<file path="config.mk">
export PLATFORM = sky130hd
export DESIGN_NAME = axi_write_staging_fifo_flat
export DESIGN_NICKNAME = d
export VERILOG_FILES = /design/src/rtl/axi_write_staging_fifo_if.sv /design/src/rtl/axi_write_staging_fifo.sv /design/src/flat_wrapper.sv
export SDC_FILE = /design/constraint.sdc
export NUM_CORES = 1
export LEC_CHECK = 0
export BUFFER_PORTS_ARGS = -buffer_cell sky130_fd_sc_hd__buf_2
export CAP_MARGIN = 20
export CORE_MARGIN = 10
export CORE_UTILIZATION = 61
export DETAILED_ROUTE_END_ITERATION = 6
export PLACE_DENSITY = 0.84
export SYNTH_ARGS = -nofsm -noshare
export SYNTH_HDL_FRONTEND = slang
export SYNTH_SLANG_ARGS = --single-unit
</file>
<file path="constraint.sdc">
create_clock -name clk_domain_a -period 9.9 [get_ports clk_domain_a]
set_input_delay 2.475 -clock clk_domain_a [delete_from_list [all_inputs] [get_ports clk_domain_a]]
set_output_delay 2.475 -clock clk_domain_a [all_outputs]
set_load 0.005 [all_outputs]
</file>
<file path="src/rtl/axi_write_staging_fifo_if.sv">
// axi_write_staging_fifo_if: producer request and downstream AXI-like write request bus.
interface axi_write_staging_fifo_if #(
    parameter int DATA_WIDTH = 32,
    parameter int ADDR_WIDTH = 16
);
    logic                      in_valid;
    logic                      in_ready;
    logic [ADDR_WIDTH-1:0]     in_addr;
    logic [DATA_WIDTH-1:0]     in_data;
    logic [DATA_WIDTH/8-1:0]   in_strb;
    logic                      axi_awvalid;
    logic                      axi_awready;
    logic [ADDR_WIDTH-1:0]     axi_awaddr;
    logic [DATA_WIDTH-1:0]     axi_wdata;
    logic [DATA_WIDTH/8-1:0]   axi_wstrb;
    modport master (
        output in_valid, in_addr, in_data, in_strb, axi_awready,
        input  in_ready, axi_awvalid, axi_awaddr, axi_wdata, axi_wstrb
    );
    modport slave (
        input  in_valid, in_addr, in_data, in_strb, axi_awready,
        output in_ready, axi_awvalid, axi_awaddr, axi_wdata, axi_wstrb
    );
endinterface

</file>
<file path="src/rtl/axi_write_staging_fifo.sv">
// axi_write_staging_fifo: FWFT staging FIFO for write requests, no full/empty bypass.
// Define ZERO_STRB_DROP_EN to discard zero-strobe requests and count them in drop_count.
module axi_write_staging_fifo #(
    parameter int DATA_WIDTH = 32,
    parameter int ADDR_WIDTH = 16,
    parameter int DEPTH      = 4
) (
    input  logic                     clk_domain_a,
    input  logic                     rst_n,
    input  logic                     flush,
    axi_write_staging_fifo_if.slave  bus,
    output logic [$clog2(DEPTH):0]   level,
    output logic                     overflow,
    output logic [7:0]               drop_count
);
    localparam int PW = $clog2(DEPTH);
    localparam int LW = PW + 1;
    localparam int SW = DATA_WIDTH / 8;

    logic [ADDR_WIDTH-1:0] addr_q [DEPTH];
    logic [DATA_WIDTH-1:0] data_q [DEPTH];
    logic [SW-1:0]         strb_q [DEPTH];
    logic [PW-1:0]         wr_q, wr_d, rd_q, rd_d;
    logic [LW-1:0]         level_q, level_d;
    logic                  ovf_q, ovf_d;
    logic                  push, pop, drop;

`ifdef ZERO_STRB_DROP_EN
    logic [7:0] drop_q;
    assign drop = bus.in_strb == '0;
    always_ff @(posedge clk_domain_a) begin
        if (!rst_n)
            drop_q <= '0;
        else if (bus.in_valid && bus.in_ready && drop && drop_q != 8'hFF)
            drop_q <= drop_q + 8'd1;
    end
    assign drop_count = drop_q;
`else
    assign drop       = 1'b0;
    assign drop_count = '0;
`endif

    assign bus.in_ready    = level_q != LW'(DEPTH);
    assign bus.axi_awvalid = level_q != '0;
    // Head fields are forced to 0 while empty so reset leaves them driven low.
    assign bus.axi_awaddr  = bus.axi_awvalid ? addr_q[rd_q] : '0;
    assign bus.axi_wdata   = bus.axi_awvalid ? data_q[rd_q] : '0;
    assign bus.axi_wstrb   = bus.axi_awvalid ? strb_q[rd_q] : '0;
    assign push            = bus.in_valid && bus.in_ready && !drop;
    assign pop             = bus.axi_awvalid && bus.axi_awready;
    assign level           = level_q;
    assign overflow        = ovf_q;

    always_comb begin
        wr_d    = flush ? '0 : push ? wr_q + PW'(1) : wr_q;
        rd_d    = flush ? '0 : pop ? rd_q + PW'(1) : rd_q;
        level_d = flush ? '0 : level_q + LW'(push) - LW'(pop);
        ovf_d   = ovf_q || (bus.in_valid && !bus.in_ready);
    end

    always_ff @(posedge clk_domain_a) begin
        if (!rst_n) begin
            wr_q    <= '0;
            rd_q    <= '0;
            level_q <= '0;
            ovf_q   <= 1'b0;
        end else begin
            wr_q    <= wr_d;
            rd_q    <= rd_d;
            level_q <= level_d;
            ovf_q   <= ovf_d;
        end
    end

    always_ff @(posedge clk_domain_a) begin
        if (push && !flush) begin
            addr_q[wr_q] <= bus.in_addr;
            data_q[wr_q] <= bus.in_data;
            strb_q[wr_q] <= bus.in_strb;
        end
    end
endmodule

</file>
<file path="src/flat_wrapper.sv">
// flat-port wrapper written by rule: the top's interface ports become plain ports
module axi_write_staging_fifo_flat 
#(
    parameter int DATA_WIDTH = 32,
    parameter int ADDR_WIDTH = 16,
    parameter int DEPTH      = 4
)
  (clk_domain_a, rst_n, flush, level, overflow, drop_count, bus_in_valid, bus_in_addr, bus_in_data, bus_in_strb, bus_axi_awready, bus_in_ready, bus_axi_awvalid, bus_axi_awaddr, bus_axi_wdata, bus_axi_wstrb);
  axi_write_staging_fifo_if #(.DATA_WIDTH(DATA_WIDTH), .ADDR_WIDTH(ADDR_WIDTH)) bus_i ();
  input  logic clk_domain_a;
  input  logic rst_n;
  input  logic flush;
  output logic [$clog2(DEPTH):0] level;
  output logic overflow;
  output logic [7:0] drop_count;
  input wire logic [$bits(bus_i.in_valid)-1:0] bus_in_valid;
  input wire logic [$bits(bus_i.in_addr)-1:0] bus_in_addr;
  input wire logic [$bits(bus_i.in_data)-1:0] bus_in_data;
  input wire logic [$bits(bus_i.in_strb)-1:0] bus_in_strb;
  input wire logic [$bits(bus_i.axi_awready)-1:0] bus_axi_awready;
  output wire logic [$bits(bus_i.in_ready)-1:0] bus_in_ready;
  output wire logic [$bits(bus_i.axi_awvalid)-1:0] bus_axi_awvalid;
  output wire logic [$bits(bus_i.axi_awaddr)-1:0] bus_axi_awaddr;
  output wire logic [$bits(bus_i.axi_wdata)-1:0] bus_axi_wdata;
  output wire logic [$bits(bus_i.axi_wstrb)-1:0] bus_axi_wstrb;
  assign bus_i.in_valid = bus_in_valid;
  assign bus_i.in_addr = bus_in_addr;
  assign bus_i.in_data = bus_in_data;
  assign bus_i.in_strb = bus_in_strb;
  assign bus_i.axi_awready = bus_axi_awready;
  assign bus_in_ready = bus_i.in_ready;
  assign bus_axi_awvalid = bus_i.axi_awvalid;
  assign bus_axi_awaddr = bus_i.axi_awaddr;
  assign bus_axi_wdata = bus_i.axi_wdata;
  assign bus_axi_wstrb = bus_i.axi_wstrb;
  axi_write_staging_fifo #(.DATA_WIDTH(DATA_WIDTH), .ADDR_WIDTH(ADDR_WIDTH), .DEPTH(DEPTH)) u_core (.clk_domain_a(clk_domain_a), .rst_n(rst_n), .flush(flush), .bus(bus_i), .level(level), .overflow(overflow), .drop_count(drop_count));
endmodule
</file>
# Word-level counts from Yosys, hierarchy flattened
# Memories as Yosys holds them, arrays and structs flattened. A register that Yosys moved wholly into a read port is not among the register bits.
# Cells that the tools add are included.
# totals
ff_bits	8
latchBits	0
ramBits	208
mem_bits_ro	0
input_bits	57
wordCells	33
memories	3
# classes
addsub	4
mul	0
div_mod_pow	0
order_cmp	0
n_eq_ne	1
shifts	0
muxes	11
bitwise	1
n_reduce_logical	9
# mem_list
memory	depth	word_bits	read_ports	rd_ports_with_merged_regs	write_ports	line	source
u_core.data_q	4	32	1	1	1	axi_write_staging_fifo.sv:21	logic [DATA_WIDTH-1:0] data_q [DEPTH];
u_core.addr_q	4	16	1	1	1	axi_write_staging_fifo.sv:20	logic [ADDR_WIDTH-1:0] addr_q [DEPTH];
u_core.strb_q	4	4	1	1	1	axi_write_staging_fifo.sv:22	logic [SW-1:0] strb_q [DEPTH];
# op_table
operator	n
$mux W32	1
$mux W16	1
$mux W2	6
$add A2 B1 Y2 const B	2
$logic_and A1 B1 Y1	4
$mux W4	1
$add A3 B1 Y3	1
$ne A3 B3 Y1 const B	1
$reduce_bool A3 Y1	1
$sub A3 B1 Y3	1
$logic_not A1 Y1	2
$mux W1	2
$reduce_or A2 Y1	1
$logic_or A1 B1 Y1	1
$not A1 Y1	1

# Depth between registers and ports, before layout
# depth
ltp_word	5
depth_mapped	11
depth_no_buf	10

# Least setup slack after synthesis
# OpenSTA, ideal clock, no wires.
# synth_timing
kind	input -> register
start	input port bus_in_valid
end	memory u_core.addr_q[3][0], enable pin
setup_ps	536
arrival_ps	6425
required_time_ps	9364
path_slack_ps	2939
cell_stages	2
n_path_buf	0
path_cell_list	nand2_1 -> nor3b_1
# synth_via
elab_chain_cells	4
# synth_lines
element	line	source
from (decl)	flat_wrapper.sv:16	input wire logic [$bits(bus_i.in_valid)-1:0] bus_in_valid;
$logic_and A1 B1 Y1	axi_write_staging_fifo.sv:49	assign push = bus.in_valid && bus.in_ready && !drop;
$logic_and A1 B1 Y1	axi_write_staging_fifo.sv:76	if (push && !flush) begin
$mux W1	axi_write_staging_fifo.sv:76	
$mux W1 (implied by the code)	axi_write_staging_fifo.sv:77	addr_q[wr_q] <= bus.in_addr;
to (decl)	axi_write_staging_fifo.sv:20	
# Every way passes these cells.

==> summary.txt <==
status - finished, final reports clean
Row Count - 42
worst slew pin tran - 810 ps
internal power - 0.00159 W
met2 Track Usage GR - 0.271
Area Overhead vs Synth - 16.9%
clock network power share - 0.388
HPWL Detailed - 9130 µm
Hold Violations, Final - 0
number of antenna violations at the first check in global routing - 1
largest net degree at the start of global routing - 58
worst rel slew slack - 0.460
TritonCTS clock tree - yes
share of layout cells above drive strength 1 - 0.393
endpoint class of the critical path - output port
Seq. cell area - 6450 µm²
Avg Synthesized Cell Area - 21.3 µm²
PortBufs - 114
Longest Clk Path Bufs - 3
total global routing track utilization - 0.166
final instance area - 9870 µm²
WP data required - 7430 ps
RSZ-0062 raised after global routing - false
core area - 13400 µm²
count of non-filler cells in the finished layout - 712
Chip Height - 138 µm
Slowest cell on crit path - buf_4
filler instances - 792
crit path DAT - 2370 ps
Overflow after GRT - 0
Synth Register Bits - 218
final clock skew - 9.59 ps
setup bufs post-CTS - 0
setup TNS - 0 ps
Multi-input gate area - 1840 µm²
CP Cell Sequence - buf_4 -> mux4_2 -> nor2b_1 -> buf_2
Sink Count - 218
post-CTS sizing - 0
1st-iter DRT viols - 257
I/O pin total - 123
P_sw - 0.000421 W
grt peak-use layer - met2
worst hold slack - 491 ps
# hold bufs at CTS - 0
Placement Setup Slack - 5350 ps
Clock H-tree levels - 1
Clk Latency, worst-skew pair - 490 ps
critical path class - reg2out
M3 GR Usage - 0.0448
Tcrit/Tclk final - 0.489
number of global-route vias before repair - 4387
CP max stage delay - 580 ps
min Tclk post-route - 4840 ps
FFs w/ async S/R, synth - 0
crit start category - flop
Post-layout nets - 587
Worst Path Buf+Inv - 2
placed cell count - 674
number of synthesized flops with an enable pin - 208
Sw Ratio - 0.209
synthesized instance count - 397
CTS Buf Count - 22
Detail Route Antenna Nets - 0
Top delay family on crit path - buffers and inverters
Starting Density - 0.630
final WL - 15600 µm
drt pass-1 iters - 5
Area after DPL - 9160 µm²
Comb power frac - 0.094
Mapped Area - 8450 µm²
final worst slack - 5060 ps
Flop pwr share - 0.518
sequential share of the synthesized area - 0.763
Max Slew Vio Count - 0
Clock Pin Slew Worst Setup and Hold Paths - 60 ps
Clock Tree Root - clkbuf_16
hold crit path type - reg2reg
met1 Resource Use GR - 0.218
unique cell type count in the Yosys netlist - 25
top_reg_cell synth - edfxtp_1
PwrDens - 204 nW/µm²
crit path max fanout - 42
GP Congestion - 0.711
final setup fails - 0
drt via density - 5.71
YS warnings - 0
Vias - 4067
first-pass GRT wire length - 24300 µm
leakage power - 3.40 nW
MaxCap Viol Count - 0
Die X-Extent - 138 µm
post-route DRC violation count - 0
maximum vdd drop - 0.000152 V
Die ar. - 19000 µm²
f_max - 0.206 GHz
wire per inst - 21.9 µm
-- registers in the layout (all words and copies together) (netlist names), named ones only --
register and count:
u_core.wr_q 2, u_core.strb_q 16, u_core.addr_q 64, u_core.level 3, u_core.rd_q 2, u_core.overflow 1, u_core.data_q 128
-- placed cells by master, fill, tap and decap left out, types with 2 or more instances in the layout --
| cell type | n |
|---|---|
| bufinv_16 | 2 |
| mux4_2 | 52 |
| clkinv_1 | 2 |
| clkinv_2 | 2 |
| inv_1 | 9 |
| and2_1 | 2 |
| nand2_1 | 3 |
| edfxtp_1 | 208 |
| ha_1 | 6 |
| dfxtp_1 | 8 |
| nor2b_1 | 54 |
| conb_1 | 8 |
| clkbuf_16 | 23 |
| nand3_1 | 2 |
| nor2_1 | 2 |
| o21ai_0 | 5 |
| buf_2 | 114 |
| buf_4 | 6 |
| a21oi_1 | 4 |
| nor3b_2 | 4 |
| clkbuf_1 | 6 |
-- power by group through the flow --
stage	Clock (W)	Combinational, W	Sequential, W
global route	0.000833	0.000210	0.00104
floorplan	0	0.000107	0.00106
CTS	0.000799	0.000186	0.00105
finish	0.000781	0.000188	0.00104
detailed placement	0	0.000184	0.00107
global placement	0	0.000180	0.00107
-- cell families after synthesis --
| logic type | count (synthesis) | share of synthesized area |
|---|---|---|
| simple gates | 74 | 0.0549 |
| other cells | 1 | 0.000444 |
| fa+ha+maj | 7 | 0.0113 |
| compound gates | 9 | 0.00533 |
| xor+xnor | 1 | 0.00104 |
| flops | 218 | 0.763 |
| buf+inv | 35 | 0.0253 |
| mux | 52 | 0.139 |
-- metal layers --
metal | routed length (µm) | vias up
met4 | 248 | 0
met2 | 7690 | 157
met3 | 1430 | 28
li1 | - | 1812
met1 | 6240 | 2070
met5 | 0 | -
-- cell type report --
class,instances,share of cell area
Antenna cell,1,0.000253
Clock buffer,29,0.0606
Clock inverter,7,0.00862
Inverter,9,0.00342
Multi-Input combinational cell,151,0.186
Sequential cell,218,0.653
Tap cell,176,0.0223
Timing Repair Buffer,121,0.0651
-- Yosys cell counts, types with 3 or more instances --
master,n,share of area
nand2_1,3,0.0013
edfxtp_1,208,0.74
buf_2,6,0.0036
buf_6,6,0.0080
nor2b_1,54,0.040
inv_1,9,0.0040
mux4_2,52,0.14
ha_1,6,0.0089
nor3b_1,5,0.0044
dfxtp_1,10,0.024
a21oi_1,4,0.0024
clkbuf_1,6,0.0027
o21ai_0,5,0.0030
buf_4,8,0.0071
-- path summary, 6_finish.rpt --
check,from,to,slack [ps],depth (start not counted)
worst max register to register,u_core.level[1],u_core.level[2],7130,11
worst max-delay path,flop,bus_axi_wdata[25],5060,4
worst min-delay path,u_core.rd_q[1],flop,490,2
worst min register to register,u_core.rd_q[1],flop,490,2
-- tightest hold or removal path, stage by stage (launching register included) --
cell and delay (ps):
dfxtp_1 300, o21ai_0 70, a21oi_1 80
-- through the flow --
step	util	total power, W
floorplan	-	0.00117
global placement	0.684	0.00125
detailed placement	0.684	0.00125
CTS	0.735	0.00203
global route	0.737	0.00209
finish	0.737	0.00201
(Power assumes the default switching activity.)
